--- src/rtl/leds_pkg.sv ---
// Shared encodings for the LED pattern generator.
// Mode codes, scan direction and PWM counter width.
package leds_pkg;

    typedef enum logic [1:0] {
        MODE_STATIC = 2'd0,
        MODE_BLINK  = 2'd1,
        MODE_COUNT  = 2'd2,
        MODE_SCAN   = 2'd3
    } mode_t;

    typedef enum logic {
        DIR_UP   = 1'b0,
        DIR_DOWN = 1'b1
    } dir_t;

    localparam int PWM_W = 4;

endpackage

--- src/rtl/leds_prescaler.sv ---
// Step prescaler: counts 0..DIV-1, pulses tick on the last count.
// clr restarts the count from zero on the next edge.
module leds_prescaler #(
    parameter int DIV = 12000000
) (
    input  logic clk,
    input  logic rstn,
    input  logic clr,
    output logic tick
);

    localparam int W = (DIV > 1) ? $clog2(DIV) : 1;
    localparam logic [W-1:0] LAST = W'(DIV - 1);

    logic [W-1:0] cnt_q;
    logic         run_q;
    logic         wrap;

    assign wrap = (cnt_q == LAST);

    always_ff @(posedge clk or negedge rstn) begin
        if (!rstn) begin
            cnt_q <= '0;
            run_q <= 1'b0;
        end else begin
            run_q <= 1'b1;
            if (clr || wrap) begin
                cnt_q <= '0;
            end else begin
                cnt_q <= cnt_q + W'(1);
            end
        end
    end

    // run_q keeps tick low through reset even when DIV == 1
    assign tick = run_q & wrap;

endmodule

--- src/rtl/leds_pattern.sv ---
// LED pattern generator: static, blink, binary count and bouncing scan.
// Define LEDS_PATTERN_PWM_EN to add a bright input with 4-bit PWM dimming.
module leds_pattern
    import leds_pkg::*;
#(
    parameter int N_LEDS = 8,
    parameter int DIV    = 12000000
) (
    input  logic              clk,
    input  logic              rstn,
    input  logic [1:0]        mode,
    input  logic [N_LEDS-1:0] pattern,
`ifdef LEDS_PATTERN_PWM_EN
    input  logic [PWM_W-1:0]  bright,
`endif
    output logic [N_LEDS-1:0] leds,
    output logic              tick
);

    localparam int PW = (N_LEDS > 1) ? $clog2(N_LEDS) : 1;
    localparam logic [PW-1:0] POS_TOP = PW'(N_LEDS - 1);

    mode_t             mode_i;
    mode_t             mode_q;
    logic              started_q;
    logic              entry;
    logic [N_LEDS-1:0] cnt_q;
    logic [N_LEDS-1:0] cnt_n;
    logic [PW-1:0]     pos_q;
    logic [PW-1:0]     pos_n;
    dir_t              dir_q;
    dir_t              dir_n;
    logic              phase_q;
    logic              phase_n;
    logic [N_LEDS-1:0] base_n;
    logic [N_LEDS-1:0] leds_n;

    assign mode_i = mode_t'(mode);
    // first edge after reset and any mode change both restart the mode
    assign entry  = !started_q || (mode_i != mode_q);

    leds_prescaler #(
        .DIV(DIV)
    ) u_prescaler (
        .clk (clk),
        .rstn(rstn),
        .clr (entry),
        .tick(tick)
    );

    always_ff @(posedge clk or negedge rstn) begin
        if (!rstn) begin
            started_q <= 1'b0;
            mode_q    <= MODE_STATIC;
            cnt_q     <= '0;
            pos_q     <= '0;
            dir_q     <= DIR_UP;
            phase_q   <= 1'b1;
            leds      <= '0;
        end else begin
            started_q <= 1'b1;
            mode_q    <= mode_i;
            cnt_q     <= cnt_n;
            pos_q     <= pos_n;
            dir_q     <= dir_n;
            phase_q   <= phase_n;
            leds      <= leds_n;
        end
    end

    always_comb begin
        cnt_n   = cnt_q;
        pos_n   = pos_q;
        dir_n   = dir_q;
        phase_n = phase_q;
        if (entry) begin
            cnt_n   = '0;
            pos_n   = '0;
            dir_n   = DIR_UP;
            phase_n = 1'b1;
        end else if (tick) begin
            cnt_n   = cnt_q + N_LEDS'(1);
            phase_n = ~phase_q;
            if (N_LEDS > 1) begin
                if (dir_q == DIR_UP) begin
                    if (pos_q == POS_TOP) begin
                        pos_n = pos_q - PW'(1);
                        dir_n = DIR_DOWN;
                    end else begin
                        pos_n = pos_q + PW'(1);
                    end
                end else begin
                    if (pos_q == '0) begin
                        pos_n = PW'(1);
                        dir_n = DIR_UP;
                    end else begin
                        pos_n = pos_q - PW'(1);
                    end
                end
            end
        end
    end

    always_comb begin
        base_n = '0;
        unique case (mode_i)
            MODE_STATIC: base_n = pattern;
            MODE_BLINK:  base_n = phase_n ? pattern : '0;
            MODE_COUNT:  base_n = cnt_n;
            MODE_SCAN:   base_n = N_LEDS'(1) << pos_n;
        endcase
    end

`ifdef LEDS_PATTERN_PWM_EN
    logic [PWM_W-1:0] pwm_q;

    always_ff @(posedge clk or negedge rstn) begin
        if (!rstn) begin
            pwm_q <= '0;
        end else begin
            pwm_q <= pwm_q + PWM_W'(1);
        end
    end

    assign leds_n = (pwm_q < bright) ? base_n : '0;
`else
    assign leds_n = base_n;
`endif

endmodule

--- config.mk ---
export PLATFORM = sky130hd
export DESIGN_NAME = leds_pattern
export DESIGN_NICKNAME = d
export VERILOG_FILES = /design/src/rtl/leds_pkg.sv /design/src/rtl/leds_prescaler.sv /design/src/rtl/leds_pattern.sv
export SDC_FILE = /design/constraint.sdc
export NUM_CORES = 1
export LEC_CHECK = 0
export ABC_CLOCK_PERIOD_IN_PS = 2600
export CAP_MARGIN = 5
export CORE_ASPECT_RATIO = 0.9
export CORE_MARGIN = 5
export CORE_UTILIZATION = 50
export DETAILED_ROUTE_END_ITERATION = 8
export PLACE_DENSITY_LB_ADDON = 0.2
export SLEW_MARGIN = 10
export SYNTH_ARGS = -nofsm -noshare
export SYNTH_HDL_FRONTEND = slang
export SYNTH_SLANG_ARGS = --single-unit
--- constraint.sdc ---
create_clock -name clk -period 2.6 [get_ports clk]
set_clock_uncertainty 0.05 [all_clocks]
set_input_delay 0.52 -clock clk [delete_from_list [all_inputs] [get_ports clk]]
set_output_delay 0.52 -clock clk [all_outputs]
set_load 0.05 [all_outputs]
# ---- Yosys cells after proc, flatten, opt, wreduce, memory -nomap -nowiden
# Cells that the tools add are included.
# Widths: inputs -> output; s select.
dict set report op_classes {
  addsub 4
  eq_ne 6
  shift 1
  muxes 17
  bitwise_logic 2
  reduce_logical 6
}
# cell count
set ops {}
lappend ops {{$pmux 8 s4} 1}
lappend ops {{$add 24x1->24 const B} 1}
lappend ops {{$eq 24x24->1 const B} 1}
lappend ops {{$mux 24} 1}
lappend ops {{$mux 8} 3}
lappend ops {{$mux 3} 5}
lappend ops {{$add 8x1->8 const B} 1}
lappend ops {{$shl 1x3->8 const A} 1}
lappend ops {{$mux 1} 7}
lappend ops {{$eq 2x2->1 const B} 2}
lappend ops {{$add 3x1->3 const B} 1}
lappend ops {{$eq 3x3->1 const B} 1}
lappend ops {{$logic_not 3->1} 1}
lappend ops {{$sub 3x1->3 const B} 1}
lappend ops {{$eq 2x1->1 const B} 1}
lappend ops {{$logic_not 2->1} 1}
lappend ops {{$logic_or 1x1->1} 2}
lappend ops {{$ne 2x2->1} 1}
lappend ops {{$reduce_bool 2->1} 1}
lappend ops {{$and 1x1->1} 1}
lappend ops {{$logic_not 1->1} 1}
lappend ops {{$not 1->1} 1}
dict set report word_totals {
  reg_bits 48
  in_bits 12
  wordCells 44
}

# ---- Depth between registers and ports, before layout
# Gate-level depths: netlist (run 1).
dict set report logic_depth {
  ltp_word 7
  depth_mapped 10
  mapped_depth_nobuf 10
}

# ---- Hierarchy
# From an unflattened synthesis (run 1), not the netlist that was laid out.
dict set report unflattened {
  hier_cells 264
  hier_area_um2 2544.9
}
# module n_inst cells_each area_per_inst_um2 seq_area_each_um2
set by_module_without_submodules {}
lappend by_module_without_submodules {leds_prescaler 1 145 1328.8 625.6}
lappend by_module_without_submodules {leds_pattern 1 119 1216.2 601.8}

# ---- Least setup slack after synthesis (run 1)
# Ideal clock, no wire load.
dict set report synth_path {
  kind {register -> register}
  start {register pos_q[0]}
  end {register leds[3]}
  setup_ps 126
  t_arrival_ps 1902
  setup_slack_ps 522
  stages_incl_launch_ff 11
  path_buffers 0
  synth_period_minus_slack_ps 2078
  path_cell_list {dfrtp_1 inv_1 ha_1 ha_1 nor2b_1 o21ai_0 a21oi_1 mux2i_2 inv_2 nor3_1 a221o_1}
}
dict set report synth_between {
  elab_chain_len 7
}
# element line
set synth_rtl {}
lappend synth_rtl {{from (decl)} leds_pattern.sv:29} ;# logic [PW-1:0] pos_q;
lappend synth_rtl {{from (signal assigned)} leds_pattern.sv:64} ;# pos_q <= pos_n;
lappend synth_rtl {{$add 3x1->3, or another cell as far along} leds_pattern.sv:90} ;# pos_n = pos_q + PW'(1);
lappend synth_rtl {{$mux 3 (on tied branches)} {leds_pattern.sv:86, leds_pattern.sv:93}}
lappend synth_rtl {{$mux 3 *} leds_pattern.sv:85} ;# if (dir_q == DIR_UP) begin
lappend synth_rtl {{$mux 3 *} leds_pattern.sv:81} ;# end else if (tick) begin
lappend synth_rtl {{$mux 3 *} leds_pattern.sv:76} ;# if (entry) begin
lappend synth_rtl {{net pos_n[2]} leds_pattern.sv:30} ;# logic [PW-1:0] pos_n;
lappend synth_rtl {{$shl 1x3->8 *} leds_pattern.sv:110} ;# MODE_SCAN: base_n = N_LEDS'(1) << pos_n;
lappend synth_rtl {{$pmux 8 s4 *} leds_pattern.sv:106} ;# unique case (mode_i)
lappend synth_rtl {{net base_n[3]} leds_pattern.sv:35} ;# logic [N_LEDS-1:0] base_n;
lappend synth_rtl {{to (signal assigned)} leds_pattern.sv:67} ;# leds <= leds_n;
lappend synth_rtl {{to (decl)} leds_pattern.sv:16} ;# output logic [N_LEDS-1:0] leds,
# The timed path passes the listed nets; every way through them passes the cells marked *.
# A chain may end at the register's enable or synchronous reset.

# ---- Final worst setup path (run 1)
dict set report layout_path {
  start {register u_prescaler.cnt_q[10]}
  end {register leds[3]}
}
dict set report layout_between {
  elab_chain_len 6
}
# element line
set layout_rtl {}
lappend layout_rtl {{from (decl)} leds_prescaler.sv:15} ;# logic [W-1:0] cnt_q;
lappend layout_rtl {{from (signal assigned)} leds_prescaler.sv:30} ;# cnt_q <= cnt_q + W'(1);
lappend layout_rtl {{$eq 24x24->1 *} leds_prescaler.sv:19} ;# assign wrap = (cnt_q == LAST);
lappend layout_rtl {{$and 1x1->1 *} leds_prescaler.sv:36} ;# assign tick = run_q & wrap;
lappend layout_rtl {{$mux 3 or $mux 1 (tied branches)} leds_pattern.sv:81}
lappend layout_rtl {{$mux 3 or $mux 1 (tied branches)} leds_pattern.sv:76}
lappend layout_rtl {{$shl 1x3->8 or $mux 8 (tied branches)} {leds_pattern.sv:110, leds_pattern.sv:108}}
lappend layout_rtl {{$pmux 8 s4 *} leds_pattern.sv:106}
lappend layout_rtl {{net base_n[3]} leds_pattern.sv:35}
# Marked as above.

==> results of run 1 <==
==> cell usage after synthesis (2+ instances only) <==
cell / count
and2_1: 8
o21ai_0: 3
nor4_1: 4
inv_1: 7
mux2i_1: 3
buf_6: 2
nor2b_1: 3
nor3_1: 13
or3_1: 3
xnor2_1: 14
a221o_1: 7
a211oi_1: 4
and4_1: 2
nand2_1: 20
nor2_1: 38
and3_1: 6
nand3_1: 12
dfrtp_1: 47
xor2_1: 17
nand4_1: 8
ha_1: 7
clkbuf_1: 4
a21oi_1: 7
==> per-stage QoR <==
step           hold slack (ps)  instance area, µm²  power (W)  setup slack [ps]  instances
5_1_grt                  96.30                2998   0.001501             57.41        356
3_5_place_dp             413.7                2880  0.0008956             151.7        348
2_1_floorplan            174.4                2556  0.0008322             521.7        259
4_1_cts                  87.62                2997   0.001455             160.2        356
3_3_place_gp             415.0                2880  0.0008956             203.1        348
6_report                 67.71                2998   0.001433             213.1        356
==> cells by family after synthesis <==
family          count (synthesis)  share of synthesized area (%)
simple gates                  126                          25.16
flops                          48                          47.04
xor+xnor                       32                          11.26
compound gates                 26                          8.174
buf+inv                        14                          2.643
fa+ha+maj                       7                          3.426
mux                             5                          2.154
other cells                     1                         0.1467
==> worst paths after layout <==
kind                                                       from                        endpoint  cells past startpoint
worst max-delay path            u_prescaler.cnt_q[10]$_DFF_PN0_               leds[3]$_DFF_PN0_                      7
min in group clk                 u_prescaler.cnt_q[0]$_DFF_PN0_  u_prescaler.cnt_q[0]$_DFF_PN0_                      1
worst min-delay path                                       rstn  u_prescaler.cnt_q[5]$_DFF_PN0_                      1
max in group asynchronous                                  rstn               phase_q$_DFF_PN1_                      2
worst max register to register  u_prescaler.cnt_q[10]$_DFF_PN0_               leds[3]$_DFF_PN0_                      7
worst min register to register   u_prescaler.cnt_q[0]$_DFF_PN0_  u_prescaler.cnt_q[0]$_DFF_PN0_                      1
==> cell type report <==
class                   instances  share of cell area (%)
clock inverters                 3                   1.586
multi-input cells             197                   42.90
flip-flops and latches         48                   40.15
well taps                      65                   2.713
clock buffers                   5                   2.295
repair buffers                 30                   9.349
inverters                       8                   1.002
==> power by group <==
group | switching (W) | internal (W) | total (W)
combinational | 0.0000717 | 0.0000450 | 0.000117
clock | 0.000265 | 0.000290 | 0.000555
sequential | 0.00000587 | 0.000756 | 0.000762
total | 0.000342 | 0.00109 | 0.00143
==> timing repair <==
item,in CTS,in global routing
endpoints found under the hold margin,0,0
gates resized for setup,0,1
setup endpoints to repair,0,1
==> sequential cells by signal, summed over array words and instances, names as in the netlist <==
signal             count
mode_q                 2
u_prescaler.cnt_q     24
leds                   8
dir_q                  1
pos_q                  3
cnt_q                  8
u_prescaler.run_q      1
phase_q                1
==> cells in the final DEF (no fill, tap or decap), drive strengths merged, types with 2 or more instances in the layout <==
master and n:
clkinv 2, nand3 12, xor2 17, ha 7, nor4 4, nand4 9
a21oi 7, and2 8, mux2i 4, and3 7, nor3 13, o21ai 3
a31oi 2, nor2 39, dfrtp 47, clkbuf 5, xnor2 15, inv 8
a211oi 4, buf 12, and4 2, nor2b 3, nand2 20, clkdlybuf4s50 18
a221o 7, or3 3
==> metal layers <==
| metal | wire length (µm) | share of wire [%] | vias up | GRT usage [%] |
|---|---|---|---|---|
| met5 | 0 | 0 | - | 0 |
| met4 | 43 | 0.82 | 0 | 3.481 |
| met3 | 268 | 5.1 | 6 | 4.343 |
| met2 | 2315 | 44 | 49 | 25.70 |
| met1 | 2616 | 50 | 962 | 25.02 |
| li1 | - | - | 965 | - |
==> metrics, run 1 <==
status=complete, no violations; crit end category=register; Syn-to-layout area delta=17.28%; path category of the worst min-delay check=primary input to async pin; Synth area leaders=dfrtp_1 46%, xor2_1 5.8%, nor2_1 5.6%; first-pass GRT wire length=9121 µm; sequential area share after synthesis=47.04%; register bit total from synthesis=48; synth warn=0; post-DR wirelength/cell=14.73 µm; Final ANT Viol Nets=0; number of global-route vias before repair=1884; Max Clk Rate=0.4190 GHz; via count=1982; initial antenna violation count=0; drc violations=0; # setup viols final=0; crit start category=register; initial core utilization=52.22%; Worst-Skew Late Latency=300 ps; die area=0.006644 mm²; clock tree buffer depth=2; Rows=24; # diodes=0; Tightest Pin Transition=522.3 ps; area leader, netlist=dfrtp_1; IO buf count=20; CTS sink cnt=48; drt pass-1 iters=4; Tmin final=2387 ps; root buf cell=clkbuf_8; VDD IR max=330.7 µV; Top Family by Delay on Critical Path=simple AND/OR/NAND/NOR gates; net count after synthesis=278; DP Wirelength=3941 µm; Die W=85.37 µm; grt total ovfl=0; CP arrival=2520 ps; WS Path Type=register to register; via-per-instance ratio=5.567; Core Box Area=0.004895 mm²; max_slew headroom=65.07%; CTS tree=yes; Leakage=1.266 nW; I/O pin total=21; synthesized area=0.002556 mm²; post-synth top area share=46.01%; post-CTS setup buffer count=0; Most used DFF post-synth=dfrtp_1; Setup TNS=0 ps; GP Congestion=0.9618; Avg Cell Area, Syn=9.870 µm²; Gate Count Post-Synth=259; share of cells above drive strength 1=11.00%; final core utilization=61.25%; All-Layer GR Usage=17.09%; RSZ-0062 raised after global routing=false; r2r setup slk=210 ps; share of the clock period used by the worst path=91.80%; # H-tree levels=2; footprint of the multi-input gates=0.001286 mm²; crit path max-delay cell type=dfrtp_1; Total Wirelength=5244 µm; Worst-path clk slew=90 ps; Buf/Inv on CP=1; fill count=390; clock buffer count from CTS=5; Critical Path Fanout Max=5; crit-path max cell delay=430 ps; die height=77.83 µm; Synth cell types=43; Hold Violations, Final=0; CTS Hold Bufs=0; worst-path cell chain=nor4_1 -> and4bb_1 -> and4_1 -> buf_4 -> nand4_1 -> xnor2_1 -> a221o_1; CP required=2740 ps; fin nets=309; Post-synth EDFFs=0; Post-synth ARST share=100.0%; largest net degree at the start of global routing=24; PD cells=478.1 mW/mm²; total of max-cap violations=0; Slew Limit Fails=0; Initial DRC Count=126; Storage cell area=0.001204 mm²
No activity file was read; power rests on OpenSTA's default activity.
==> run 2, diff against run 1 <==
==> constraint.sdc (replaced) <==
create_clock -name clk -period 2.6 [get_ports clk]
set_clock_uncertainty 0.05 [all_clocks]
set_input_delay 0.26 -clock clk [delete_from_list [all_inputs] [get_ports clk]]
set_output_delay 0.26 -clock clk [all_outputs]
set_load 0.05 [all_outputs]
==> metrics, run 2 (synthesis results as in run 1) <==
status=complete, no violations; max_slew headroom=61.27%; Final ANT Viol Nets=0; GP Congestion=0.8712; reg-to-reg startpoint=u_prescaler.cnt_q[0]$_DFF_PN0_; CTS tree=yes; Worst-path clk slew=90 ps; Rows=24; drt pass-1 iters=4; GR peak layer=met2; initial core utilization=52.22%; Leakage=1.275 nW; Worst-Skew Late Latency=300 ps; WS Path Type=register to register; post-CTS setup buffer count=0; via-per-instance ratio=5.404; grt total ovfl=0; Top reg by flops=u_prescaler.cnt_q; Syn-to-layout area delta=17.52%; fin nets=312; # diodes=0; Setup TNS=0 ps; DP Wirelength=3866 µm; # H-tree levels=2; Cell Area, Placed=0.002883 mm²; I/O pin total=21; die area=0.006644 mm²; crit end category=register; design area=0.003004 mm²; registers with the most flip-flops=u_prescaler.cnt_q (24), cnt_q (8), leds (8); share of cells above drive strength 1=11.22%; Finished Layout Cells=359; PD cells=471.7 mW/mm²; crit start category=register; CP required=2730 ps; Setup crit start=u_prescaler.cnt_q[0]$_DFF_PN0_; VDD IR max=446.7 µV; fill count=407; initial antenna violation count=0; met1 GRT Util=23.84%; All-Layer GR Usage=16.92%; clock tree buffer depth=2; total of max-cap violations=0; CTS sink cnt=48; post-cts sizing count=0; footprint of the multi-input gates=0.001286 mm²; via count=1940; CP arrival=2500 ps; final core utilization=61.38%; RSZ-0062 raised after global routing=false; Core Box Area=0.004895 mm²; commonest non-fill, non-tap cell in the layout=dfrtp_1; largest net degree at the start of global routing=24; Critical Path Fanout Max=13; post-DR wirelength/cell=14.52 µm; met2 Use GR=26.63%; # setup viols final=0; first-pass GRT wire length=9045 µm; share of the clock period used by the worst path=91.14%; drc violations=0; Tightest Pin Transition=575.6 ps; path category of the worst min-delay check=primary input to async pin; Max Clk Rate=0.4220 GHz; max FFs per register=24; Initial DRC Count=192; number of global-route vias before repair=1907; DP Cell Count=350; IO buf count=20; Tmin final=2370 ps; die height=77.83 µm; commonest cells after routing, fill and taps aside=47 x dfrtp_1, 38 x nor2_1, 20 x nand2_1, 18 x clkdlybuf4s50_1, 17 x xor2_1; root buf cell=clkbuf_8; Total Wirelength=5211 µm; Die W=85.37 µm; Hold Violations, Final=0; Slew Limit Fails=0; Storage cell area=0.001202 mm²; met3 Resource Use GR=3.919%; clock buffer count from CTS=5
run 2: cell count changes in the layout (fill, tap and decap cells not counted), sizes merged:
cell	delta
buf	+2
clkinv	-1
clkinvlp	+1
dlygate4sd3	+1
run 2: stage by stage:
step	setup WS [ps]	total power [W]	hold slack, ps
finish	230.3	0.001417	328.9
CTS	219.7	0.001433	345.9
detailed placement	241.1	0.0009027	116.5
floorplan	521.7	0.0008322	-85.59
global placement	283.2	0.0009017	124.5
global route	36.13	0.001477	361.1
run 2: final cells by class:
type                       count  area share (%)
timing repair buffer          33           9.746
sequential                    48           40.02
inverter                       8          0.9996
tap                           65           2.707
clock inverter                 3           1.416
multi-input combinational    197           42.82
clock buffer                   5           2.291
run 2: routing by layer:
metal / vias up / share of wire, %
li1: 969 / -
met1: 920 / 46
met2: 45 / 48
met3: 6 / 5.1
met4: 0 / 1.0
met5: - / 0
run 2: path summary, 6_finish.rpt:
path	cells after the start	endpoint	slack [ps]
max	8	leds[2]$_DFF_PN0_	230
min	2	dir_q$_DFFE_PN0P_	330
max reg2reg	8	leds[2]$_DFF_PN0_	230
min reg2reg	1	u_prescaler.cnt_q[0]$_DFF_PN0_	440
max in group asynchronous	3	phase_q$_DFF_PN1_	1550
min in group clk	1	u_prescaler.cnt_q[0]$_DFF_PN0_	440
run 2: worst max-delay path, cell delays in order, from the launching register on:
cell and delay, ps:
dfrtp_1 390, ha_1 250, nand3_1 130, nor2_2 210, and4_1 380, buf_4 250, mux2i_1 250, nor3_1 80
a221o_1 260
run 2: timing repair:
item	in CTS	in global routing
endpoints found under the hold margin	12	0
hold buffers	1	0
setup endpoints to repair	0	0
run 2: where the power goes:
group / internal (W) / switching (W) / leakage, nW
combinational: 0.0000497 / 0.0000745 / 0.570
sequential: 0.000756 / 0.00000630 / 0.650
clock: 0.000285 / 0.000246 / 0.0541
total: 0.00109 / 0.000327 / 1.27
==> run 3, diff against run 2 <==
--- a/config.mk
+++ b/config.mk
@@ -8,7 +8,6 @@
 export ABC_CLOCK_PERIOD_IN_PS = 2600
 export CAP_MARGIN = 5
 export CORE_ASPECT_RATIO = 0.9
-export CORE_MARGIN = 5
 export CORE_UTILIZATION = 50
 export DETAILED_ROUTE_END_ITERATION = 8
 export PLACE_DENSITY_LB_ADDON = 0.2
@@ -16,3 +15,4 @@
 export SYNTH_ARGS = -nofsm -noshare
 export SYNTH_HDL_FRONTEND = slang
 export SYNTH_SLANG_ARGS = --single-unit
+export TNS_END_PERCENT = 20
==> metrics, run 3 (synthesis results as in run 1) <==
post-cts sizing count=0; Leakage=1.245 nW; Total Wirelength=5208 µm; commonest cells after routing, fill and taps aside=47 x dfrtp_1, 38 x nor2_1, 20 x nand2_1, 18 x clkdlybuf4s50_1, 17 x xor2_1; Tmin final=2342 ps; path category of the worst min-delay check=primary input to async pin; share of the clock period used by the worst path=90.09%; final core utilization=60.53%; fill count=421; met2 Use GR=33.63%; registers with the most flip-flops=u_prescaler.cnt_q (24), cnt_q (8), leds (8); Core Box Area=0.004895 mm²; clock tree buffer depth=2; All-Layer GR Usage=21.09%; crit start category=register; Tightest Pin Transition=554.5 ps; Slew Limit Fails=0; # H-tree levels=2; worst setup margin=257.7 ps; Max Clk Rate=0.4269 GHz; Setup TNS=0 ps; max_slew headroom=62.75%; die area=0.005403 mm²; Final ANT Viol Nets=0; # diodes=0; die height=69.83 µm; VDD IR max=292.1 µV; Finished Layout Cells=356; Storage cell area=0.001202 mm²; number of global-route vias before repair=1858; Top reg by flops=u_prescaler.cnt_q; Worst-Skew Late Latency=300 ps; DP Wirelength=3881 µm; first-pass GRT wire length=8797 µm; clock buffer count from CTS=5; drt pass-1 iters=4; Critical Path Fanout Max=6; GR peak layer=met2; total of max-cap violations=0; pre-CTS WS=285.4 ps; Rows=24; grt total ovfl=0; IO buf count=20; initial core utilization=52.22%; drc violations=0; WS Path Type=register to register; Cell Area, Placed=0.002860 mm²; design area=0.002963 mm²; Die W=77.37 µm; via-per-instance ratio=5.433; Hold Violations, Final=0; via count=1934; largest net degree at the start of global routing=28; share of cells above drive strength 1=10.31%; post-CTS setup buffer count=0; fin nets=309; initial antenna violation count=0; CP required=2740 ps; Initial DRC Count=102; max FFs per register=24; # setup viols final=0; I/O pin total=21; PD cells=449.6 mW/mm²; footprint of the multi-input gates=0.001286 mm²; CP arrival=2480 ps; r2r setup slk=260 ps; crit end category=register; RSZ-0062 raised after global routing=false; GP Congestion=0.9035; CTS tree=yes; DP Cell Count=347; Syn-to-layout area delta=15.91%; status=complete, no violations; Worst-path clk slew=90 ps; CTS sink cnt=48; met3 Resource Use GR=5.789%; commonest non-fill, non-tap cell in the layout=dfrtp_1; root buf cell=clkbuf_8; met1 GRT Util=28.15%; post-DR wirelength/cell=14.63 µm
==> run 3: cell types whose count changed in the layout (fill, tap and decap cells not counted) <==
cell        previous run  this run
buf_4                 13        10
bufinv_16              1         0
clkinv_2               1         0
clkinv_4               0         1
clkinvlp_4             1         2
==> run 3: path summary, 6_finish.rpt <==
kind | start | to | cells past startpoint
min reg2reg | u_prescaler.cnt_q[0]$_DFF_PN0_ | u_prescaler.cnt_q[0]$_DFF_PN0_ | 1
min | rstn | u_prescaler.cnt_q[5]$_DFF_PN0_ | 2
max reg2reg | pos_q[0]$_DFF_PN0_ | leds[6]$_DFF_PN0_ | 8
min in group clk | u_prescaler.cnt_q[0]$_DFF_PN0_ | u_prescaler.cnt_q[0]$_DFF_PN0_ | 1
max | pos_q[0]$_DFF_PN0_ | leds[6]$_DFF_PN0_ | 8
max in group asynchronous | rstn | phase_q$_DFF_PN1_ | 3
==> run 3: final cells by class <==
type	instances	share of cell area, %
tap	65	2.745
sequential	48	40.58
clock inverter	3	0.8024
clock buffer	5	2.323
inverter	8	1.014
multi-input combinational	197	43.41
timing repair buffer	30	9.122
==> run 3: timing repair <==
| item | CTS | global route |
|---|---|---|
| endpoints found under the setup margin | 0 | 0 |
| hold buffers | 1 | 0 |
| endpoints found under the hold margin | 21 | 0 |
==> run 3: metrics by stage <==
step | hold slack (ps) | power (W)
2_1_floorplan | -85.59 | 0.0008322
3_3_place_gp | 205.1 | 0.0008943
3_5_place_dp | 209.2 | 0.0008950
4_1_cts | 414.9 | 0.001347
5_1_grt | 451.2 | 0.001393
6_report | 403.5 | 0.001332
==> run 3: report_power, final <==
group | switching, W | leakage [nW] | internal, W
Combinational | 0.0000737 | 0.554 | 0.0000438
Sequential | 0.00000619 | 0.650 | 0.000756
Clock | 0.000261 | 0.0404 | 0.000191
Total | 0.000341 | 1.25 | 0.000991
==> run 3: worst max-delay path, stage by stage, from the launching register on <==
cell	delay, ps
dfrtp_1	440
inv_1	160
ha_1	230
mux2_2	360
mux2i_1	320
a211oi_1	90
mux2i_1	220
nor3_1	80
a221o_1	280
==> run 3: metal layers <==
| layer | share of wire (%) | routed length, µm |
|---|---|---|
| met1 | 48 | 2497 |
| met3 | 5.0 | 263 |
| met2 | 46 | 2420 |
| met4 | 0.52 | 27 |
| met5 | 0 | 0 |
